[config.mk]
export PLATFORM = sky130hd
export DESIGN_NAME = dm_wt_cache
export DESIGN_NICKNAME = d
export VERILOG_FILES = /design/src/rtl/dm_wt_cache_pkg.sv /design/src/rtl/dm_cache_array.sv /design/src/rtl/dm_wt_cache.sv
export SDC_FILE = /design/constraint.sdc
export NUM_CORES = 2
export LEC_CHECK = 0
export BUFFER_PORTS_ARGS = -buffer_cell sky130_fd_sc_hd__buf_2
export CORE_AREA = 2 2 693 695
export DETAILED_ROUTE_END_ITERATION = 10
export DIE_AREA = 0 0 695 697
export GPL_TIMING_DRIVEN = 1
export PLACE_DENSITY = 0.55
export RECOVER_POWER = 50
export SLEW_MARGIN = 15
export SYNTH_ARGS = -nofsm -noshare
export SYNTH_HDL_FRONTEND = slang
export SYNTH_SLANG_ARGS = --single-unit
[constraint.sdc]
create_clock -name clk -period 8.5 [get_ports clk]
set_input_delay 2.125 -clock clk [delete_from_list [all_inputs] [get_ports clk]]
set_output_delay 2.125 -clock clk [all_outputs]
set_load 0.02 [all_outputs]
[src/rtl/dm_wt_cache_pkg.sv]
// Shared types and defaults for the direct-mapped write-through cache.
// Latency: n/a (package only).
// Backpressure: n/a (package only).
package dm_wt_cache_pkg;

    localparam int DEF_ADDR_W     = 32;
    localparam int DEF_DATA_W     = 32;
    localparam int DEF_INDEX_BITS = 6;

    // Controller states
    typedef enum logic [2:0] {
        IDLE   = 3'd0,
        LOOKUP = 3'd1,
        MEM_RD = 3'd2,
        MEM_WR = 3'd3,
        RESP   = 3'd4
    } state_t;

    // Tag width: what remains of the byte address after index and byte offset
    function automatic int tag_w(input int addr_w, input int index_bits);
        return addr_w - index_bits - 2;
    endfunction

endpackage

[src/rtl/dm_cache_array.sv]
// Valid/tag/data storage for the direct-mapped cache, one word per line.
// Latency: combinational read by index; fill/update written at the clock edge.
// Backpressure: none; the controller decides when to write.
//
// Ports:
//   clk, reset           clock, async active-low reset (clears valid bits only)
//   rd_index_i           line selected for the hit check
//   rd_valid_o/tag/data  contents of the selected line
//   fill_i               line fill: sets valid, writes tag and data
//   upd_i                write hit: overwrites data only (tag already matches)
//   wr_index_i/tag/data  write address and payload
module dm_cache_array #(
    parameter int INDEX_BITS = 6,
    parameter int TAG_W      = 24,
    parameter int DATA_W     = 32
) (
    input  logic                  clk,
    input  logic                  reset,
    input  logic [INDEX_BITS-1:0] rd_index_i,
    output logic                  rd_valid_o,
    output logic [TAG_W-1:0]      rd_tag_o,
    output logic [DATA_W-1:0]     rd_data_o,
    input  logic                  fill_i,
    input  logic                  upd_i,
    input  logic [INDEX_BITS-1:0] wr_index_i,
    input  logic [TAG_W-1:0]      wr_tag_i,
    input  logic [DATA_W-1:0]     wr_data_i
);

    localparam int LINES = 1 << INDEX_BITS;

    logic [LINES-1:0]  valid_q;
    logic [TAG_W-1:0]  tag_q  [LINES];
    logic [DATA_W-1:0] data_q [LINES];

    // Only the valid bits need reset; stale tag/data behind a clear valid bit are harmless.
    always_ff @(posedge clk or negedge reset) begin
        if (!reset) begin
            valid_q <= '0;
        end else if (fill_i) begin
            valid_q[wr_index_i] <= 1'b1;
        end
    end

    always_ff @(posedge clk) begin
        if (fill_i) begin
            tag_q[wr_index_i] <= wr_tag_i;
        end
        if (fill_i || upd_i) begin
            data_q[wr_index_i] <= wr_data_i;
        end
    end

    assign rd_valid_o = valid_q[rd_index_i];
    assign rd_tag_o   = tag_q[rd_index_i];
    assign rd_data_o  = data_q[rd_index_i];

endmodule

[src/rtl/dm_wt_cache.sv]
// Direct-mapped, write-through, no-write-allocate cache between CPU port and word memory.
// Latency: read hit ready 1 cycle after the accepting edge; misses/writes wait on mem_ack.
// Backpressure: cpu_req held until cpu_ready pulse; mem_req held until mem_ack (unbounded).
//
// Ports:
//   clk, reset          clock (rising edge), async active-low reset
//   cpu_req/we/addr/wdata  CPU request, held stable until cpu_ready
//   cpu_rdata/cpu_ready    read data and one-cycle completion pulse
//   mem_req/write/addr/write_data  memory request, held until mem_ack
//   mem_read_data/mem_ack  memory response
//   hit_cnt/miss_cnt    saturating read hit/miss counters, present only when
//                       DM_WT_CACHE_STATS_EN is defined
module dm_wt_cache
    import dm_wt_cache_pkg::*;
#(
    parameter int ADDR_W     = DEF_ADDR_W,
    parameter int DATA_W     = DEF_DATA_W,
    parameter int INDEX_BITS = DEF_INDEX_BITS
) (
    input  logic              clk,
    input  logic              reset,
    input  logic              cpu_req,
    input  logic              cpu_we,
    input  logic [ADDR_W-1:0] cpu_addr,
    input  logic [DATA_W-1:0] cpu_wdata,
    output logic [DATA_W-1:0] cpu_rdata,
    output logic              cpu_ready,
    output logic              mem_req,
    output logic              mem_write,
    output logic [ADDR_W-1:0] mem_addr,
    output logic [DATA_W-1:0] mem_write_data,
    input  logic [DATA_W-1:0] mem_read_data,
    input  logic              mem_ack
`ifdef DM_WT_CACHE_STATS_EN
    ,
    output logic [15:0]       hit_cnt,
    output logic [15:0]       miss_cnt
`endif
);

    localparam int TAG_W = tag_w(ADDR_W, INDEX_BITS);

    state_t            state_q;
    logic              we_q;
    logic [ADDR_W-1:0] addr_q;
    logic [DATA_W-1:0] wdata_q;
    logic [DATA_W-1:0] rdata_q;
    logic              ready_q;
    logic              mem_req_q;
    logic              mem_write_q;

    logic [INDEX_BITS-1:0] index;
    logic [TAG_W-1:0]      tag;
    logic                  line_valid;
    logic [TAG_W-1:0]      line_tag;
    logic [DATA_W-1:0]     line_data;
    logic                  hit;
    logic                  lookup_rd_hit;
    logic                  lookup_rd_miss;
    logic                  fill;
    logic                  upd;

    // Hit check always runs on the latched request, never on live CPU inputs.
    assign index = addr_q[INDEX_BITS+1:2];
    assign tag   = addr_q[ADDR_W-1:INDEX_BITS+2];
    assign hit   = line_valid && (line_tag == tag);

    assign lookup_rd_hit  = (state_q == LOOKUP) && !we_q && hit;
    assign lookup_rd_miss = (state_q == LOOKUP) && !we_q && !hit;

    // Fill on read-miss return; write hits update the word in place, write misses leave the line alone.
    assign fill = (state_q == MEM_RD) && mem_ack;
    assign upd  = (state_q == LOOKUP) && we_q && hit;

    dm_cache_array #(
        .INDEX_BITS (INDEX_BITS),
        .TAG_W      (TAG_W),
        .DATA_W     (DATA_W)
    ) u_array (
        .clk        (clk),
        .reset      (reset),
        .rd_index_i (index),
        .rd_valid_o (line_valid),
        .rd_tag_o   (line_tag),
        .rd_data_o  (line_data),
        .fill_i     (fill),
        .upd_i      (upd),
        .wr_index_i (index),
        .wr_tag_i   (tag),
        .wr_data_i  (fill ? mem_read_data : wdata_q)
    );

    always_ff @(posedge clk or negedge reset) begin
        if (!reset) begin
            state_q     <= IDLE;
            we_q        <= 1'b0;
            addr_q      <= '0;
            wdata_q     <= '0;
            rdata_q     <= '0;
            ready_q     <= 1'b0;
            mem_req_q   <= 1'b0;
            mem_write_q <= 1'b0;
        end else begin
            ready_q <= 1'b0;
            case (state_q)
                IDLE: begin
                    // A stray mem_ack here is simply not looked at.
                    if (cpu_req) begin
                        addr_q  <= cpu_addr;
                        we_q    <= cpu_we;
                        wdata_q <= cpu_wdata;
                        state_q <= LOOKUP;
                    end
                end
                LOOKUP: begin
                    if (we_q) begin
                        mem_req_q   <= 1'b1;
                        mem_write_q <= 1'b1;
                        state_q     <= MEM_WR;
                    end else if (hit) begin
                        // Keep the hit data so cpu_rdata holds it after the pulse.
                        rdata_q <= line_data;
                        state_q <= IDLE;
                    end else begin
                        mem_req_q   <= 1'b1;
                        mem_write_q <= 1'b0;
                        state_q     <= MEM_RD;
                    end
                end
                MEM_RD: begin
                    if (mem_ack) begin
                        mem_req_q <= 1'b0;
                        rdata_q   <= mem_read_data;
                        ready_q   <= 1'b1;
                        state_q   <= RESP;
                    end
                end
                MEM_WR: begin
                    if (mem_ack) begin
                        mem_req_q   <= 1'b0;
                        mem_write_q <= 1'b0;
                        ready_q     <= 1'b1;
                        state_q     <= RESP;
                    end
                end
                RESP: begin
                    state_q <= IDLE;
                end
                default: begin
                    state_q <= IDLE;
                end
            endcase
        end
    end

    // Read hits complete in LOOKUP itself; everything else completes in RESP from ready_q.
    // Both paths return to IDLE next, so the pulse can never repeat back to back.
    assign cpu_ready      = ready_q | lookup_rd_hit;
    assign cpu_rdata      = lookup_rd_hit ? line_data : rdata_q;
    assign mem_req        = mem_req_q;
    assign mem_write      = mem_write_q;
    assign mem_addr       = addr_q;
    assign mem_write_data = wdata_q;

`ifdef DM_WT_CACHE_STATS_EN
    logic [15:0] hit_cnt_q;
    logic [15:0] miss_cnt_q;

    always_ff @(posedge clk or negedge reset) begin
        if (!reset) begin
            hit_cnt_q  <= '0;
            miss_cnt_q <= '0;
        end else begin
            if (lookup_rd_hit && (hit_cnt_q != 16'hFFFF)) begin
                hit_cnt_q <= hit_cnt_q + 16'd1;
            end
            if (lookup_rd_miss && (miss_cnt_q != 16'hFFFF)) begin
                miss_cnt_q <= miss_cnt_q + 16'd1;
            end
        end
    end

    assign hit_cnt  = hit_cnt_q;
    assign miss_cnt = miss_cnt_q;
`endif

endmodule

==> impl_metrics.ini <==
[timing]
worst_slack_ns = 0.1071
rsz0062_at_grt = false
fin_crit_sh_pct = 98.74
slew_headroom_pct = -220.1
hold_viol_final = 0
tightest_slew_ns = 4.802
fin_crit_ns = 8.393
setup_tns_ns = 0
slew_viol_final = 3965
fmax_mhz = 119.1
setup_viol = 0
finClkSkew_ns = 0.08043

[detailed_routing]
drt-initial-drc-count = 15360
ant_nets = 0
num_vias = 86020
routed_wl_um = 529900
post_drt_wl_per_cell_um = 35.47
drc_errors = 0
vias_per_cell = 5.758
drt-pass1-iter-count = 6

[worst_setup_path]
path_max_fanout = 74
end_kind = output port
worstReg2RegStart = mem_addr[2]$_DFFE_PN0P_
reg2reg_setup_slack_ns = 1.37
path_cells = buf_12 -> nor3b_4 -> buf_12 -> buf_4 -> a22oi_1 -> a31oi_1 -> buf_4 -> nor4_1 -> buf_4 -> o221ai_1 -> a221o_1 -> mux2_2 -> buf_2
r2r_cells = 14
critPathLaunchType = flip-flop
cp_slowest_stage_delay_ns = 0.90
crit_top_cell = buf_4
critPathArrivalTime_ns = 6.27
required_ns = 6.38
worst_path_max_delay_cell = nor3b_4
critical_path_class = reg2out
r2r_end = u_array.data_q[19][9]$_DFFE_PP_

[synthesis]
synth_top_area_cell = edfxtp_1
netlist_area_mm2 = 0.1427
synthFlopType = edfxtp_1
synth_common_cells = edfxtp_1 (3584), a22oi_1 (539), mux2i_1 (441)
synth_cell_types = 78
netlist_top_cells_area = edfxtp_1 (75%), mux4_2 (3.2%), mux2i_1 (3.1%)
syn_inst = 7754
ys_warn_count = 0
synthArstFlopShare_pct = 4.452
ys_ff_latch = 3751
yosysTopAreaCellShare_pct = 75.42
avgSynthCellArea_um2 = 18.40
ys_seq_area_share_pct = 78.35
synth_edf_count = 3584
yosysMostFrequentCell = edfxtp_1
synth_nets = 7855

[place]
hpwl_um = 299000
place_ws_ns = 0.5711
gp_congestion = 0.8508
io_buffers = 199
placed_area_mm2 = 0.1543

[clocking]
clk_path_buf_depth = 4
insertion_delay_ns = 0.96
ctsHoldBuffers = 0
cts_buffers = 366
ctsHtreeMaxLevel = 5
root_buffer = clkbuf_16
cts_tree = built
path_clk_slew_ns = 0.06
cts.sinks = 3751

[layout]
finish.utilization_pct = 34.77
seqCellArea_mm2 = 0.1118
final_cell_area_mm2 = 0.1658
multiInputGateArea_mm2 = 0.02938
drive_above_1_share_pct = 20.66
num-fill-cells = 44790
area_growth_pct = 16.23
nNetsFinal = 8338

[pwr]
clockPowerShare_pct = 27.2
power_frac_seq_pct = 41.0
finalPower_uw = 60540
leakage_uw = 0.05224
p_int_uw = 38740
power_frac_comb_pct = 31.8
peakVddDrop_v = 0.0002937
netSwitchingFraction_pct = 36.02
p_sw_uw = 21810
p_per_area_mw_per_mm2 = 365.1

[grt]
grt_pass1_vias = 81640
grt_max_degree = 116
grt_overflow = 0
grt.total_usage_pct = 20.99
grt_pass1_wl_um = 709400
antenna_found_initial = 31

[die]
num_rows = 254
ioPinCount = 200
initial_core_util_pct = 29.91
die_x_um = 695
core_mm2 = 0.4770
die_h_um = 697
die_area_mm2 = 0.4844

[flow_run]
maxCapViolations = 72

[min_path]
whs_endpoint = u_array.valid_q[30]$_DFFE_PN0P_
whs_path_depth = 1
hp-start = u_array.valid_q[30]$_DFFE_PN0P_
min_path_type = reg2reg

[run_status]
status = finished, violations left
violations = capacitance limit, slew limit
critical path: cells and delay by family, from the launching register on:
family                 cells  cell delay, ns
AOI/OAI and AO/OA          4            1.30
buffers and inverters      6            1.96
DFF                        1            0.65
muxes                      1            0.25
and+or+nand+nor            2            0.95
through the flow:
step / hold WS (ns) / std cells
final: 0.4610 / 14940
after global routing: 0.4711 / 14930
after CTS: 0.4646 / 14930
after detailed placement: 0.4489 / 14260
after global placement: 0.4443 / 14260
after floorplan: 0.4334 / 7754
cell type report:
cell class	count	area share, %
Antenna cell	10	0.01509
Clock buffer	475	6.010
Clock inverter	185	1.154
Inverter	16	0.04074
Multi-Input combinational cell	3461	17.72
Sequential cell	3751	67.43
Tap cell	6400	4.828
Timing Repair Buffer	641	2.803
sequential cells by signal, indices dropped and copies added, names as in the netlist, 3 cells and up:
| register | flops |
|---|---|
| mem_write_data | 32 |
| u_array.data_q | 2048 |
| state_q | 3 |
| mem_addr | 32 |
| rdata_q | 32 |
| u_array.tag_q | 1536 |
| u_array.valid_q | 64 |
placed cells by master, fill, tap and decap left out, drive strengths merged, types with 18 or more instances in the layout:
cell type  instances
a211oi            19
a21oi            177
a221o             42
a221oi           304
a222oi            28
a22o              94
a22oi            539
a31o              35
a31oi             61
a41oi             21
buf              550
bufinv            34
clkbuf           566
clkinv           129
dfrtp            167
edfxtp          3584
inv               29
mux2             201
mux2i            441
mux4             201
nand2            261
nand2b            18
nand3             75
nand4             68
nor2             214
nor3              96
nor4              31
o211ai            26
o21ai            123
o22ai            108
o31ai             34
or2               65
cells by family (layout without fill, tap and decap cells):
logic type	after synthesis	in the layout	synth area share, %
flip-flops	3751	3751	78.35
AO/OA/AOI/OAI	1686	1686	8.789
AND/OR/NAND/NOR	910	912	3.129
multiplexers	843	843	7.881
buffers and inverters	544	1317	1.727
XOR/XNOR	20	20	0.1228
other	0	10	0
per-layer routing:
layer,vias to the layer above,GRT usage [%],wire (µm)
li1,33100,-,-
met1,45540,29.00,204900
met2,6342,32.16,237500
met3,1043,5.110,65000
met4,4,7.469,22480
met5,-,0,21
timing repair:
item                       in CTS  in global routing
resized for setup               3                  3
buffers inserted                3                  1
setup endpoints to repair      33                 33
cloned                          2                  0
pin swaps                       2                  1
power by group through the flow:
stage	Combinational [µW]	Sequential [µW]	Clock [µW]
after floorplan	9590	25200	0
final	19300	24800	16400
after global routing	19800	24900	17300
after CTS	19000	24400	16600
after detailed placement	18900	24800	0
after global placement	18700	24800	0
worst max-delay path by stage:
stage	end	depth (start not counted)	slack, ns	from
after floorplan	u_array.data_q[10][0]$_DFFE_PP_	16	2.13	mem_addr[2]$_DFFE_PN0P_
after global placement	cpu_rdata[26]	12	0.66	mem_addr[4]$_DFFE_PN0P_
after detailed placement	cpu_rdata[1]	12	0.57	mem_addr[4]$_DFFE_PN0P_
after CTS	cpu_rdata[30]	13	0.006	mem_addr[4]$_DFFE_PN0P_
after global routing	cpu_rdata[18]	12	0.06	mem_addr[2]$_DFFE_PN0P_
final	cpu_rdata[19]	13	0.11	mem_addr[2]$_DFFE_PN0P_
Note: power is estimated with default switching activity, not from simulation.
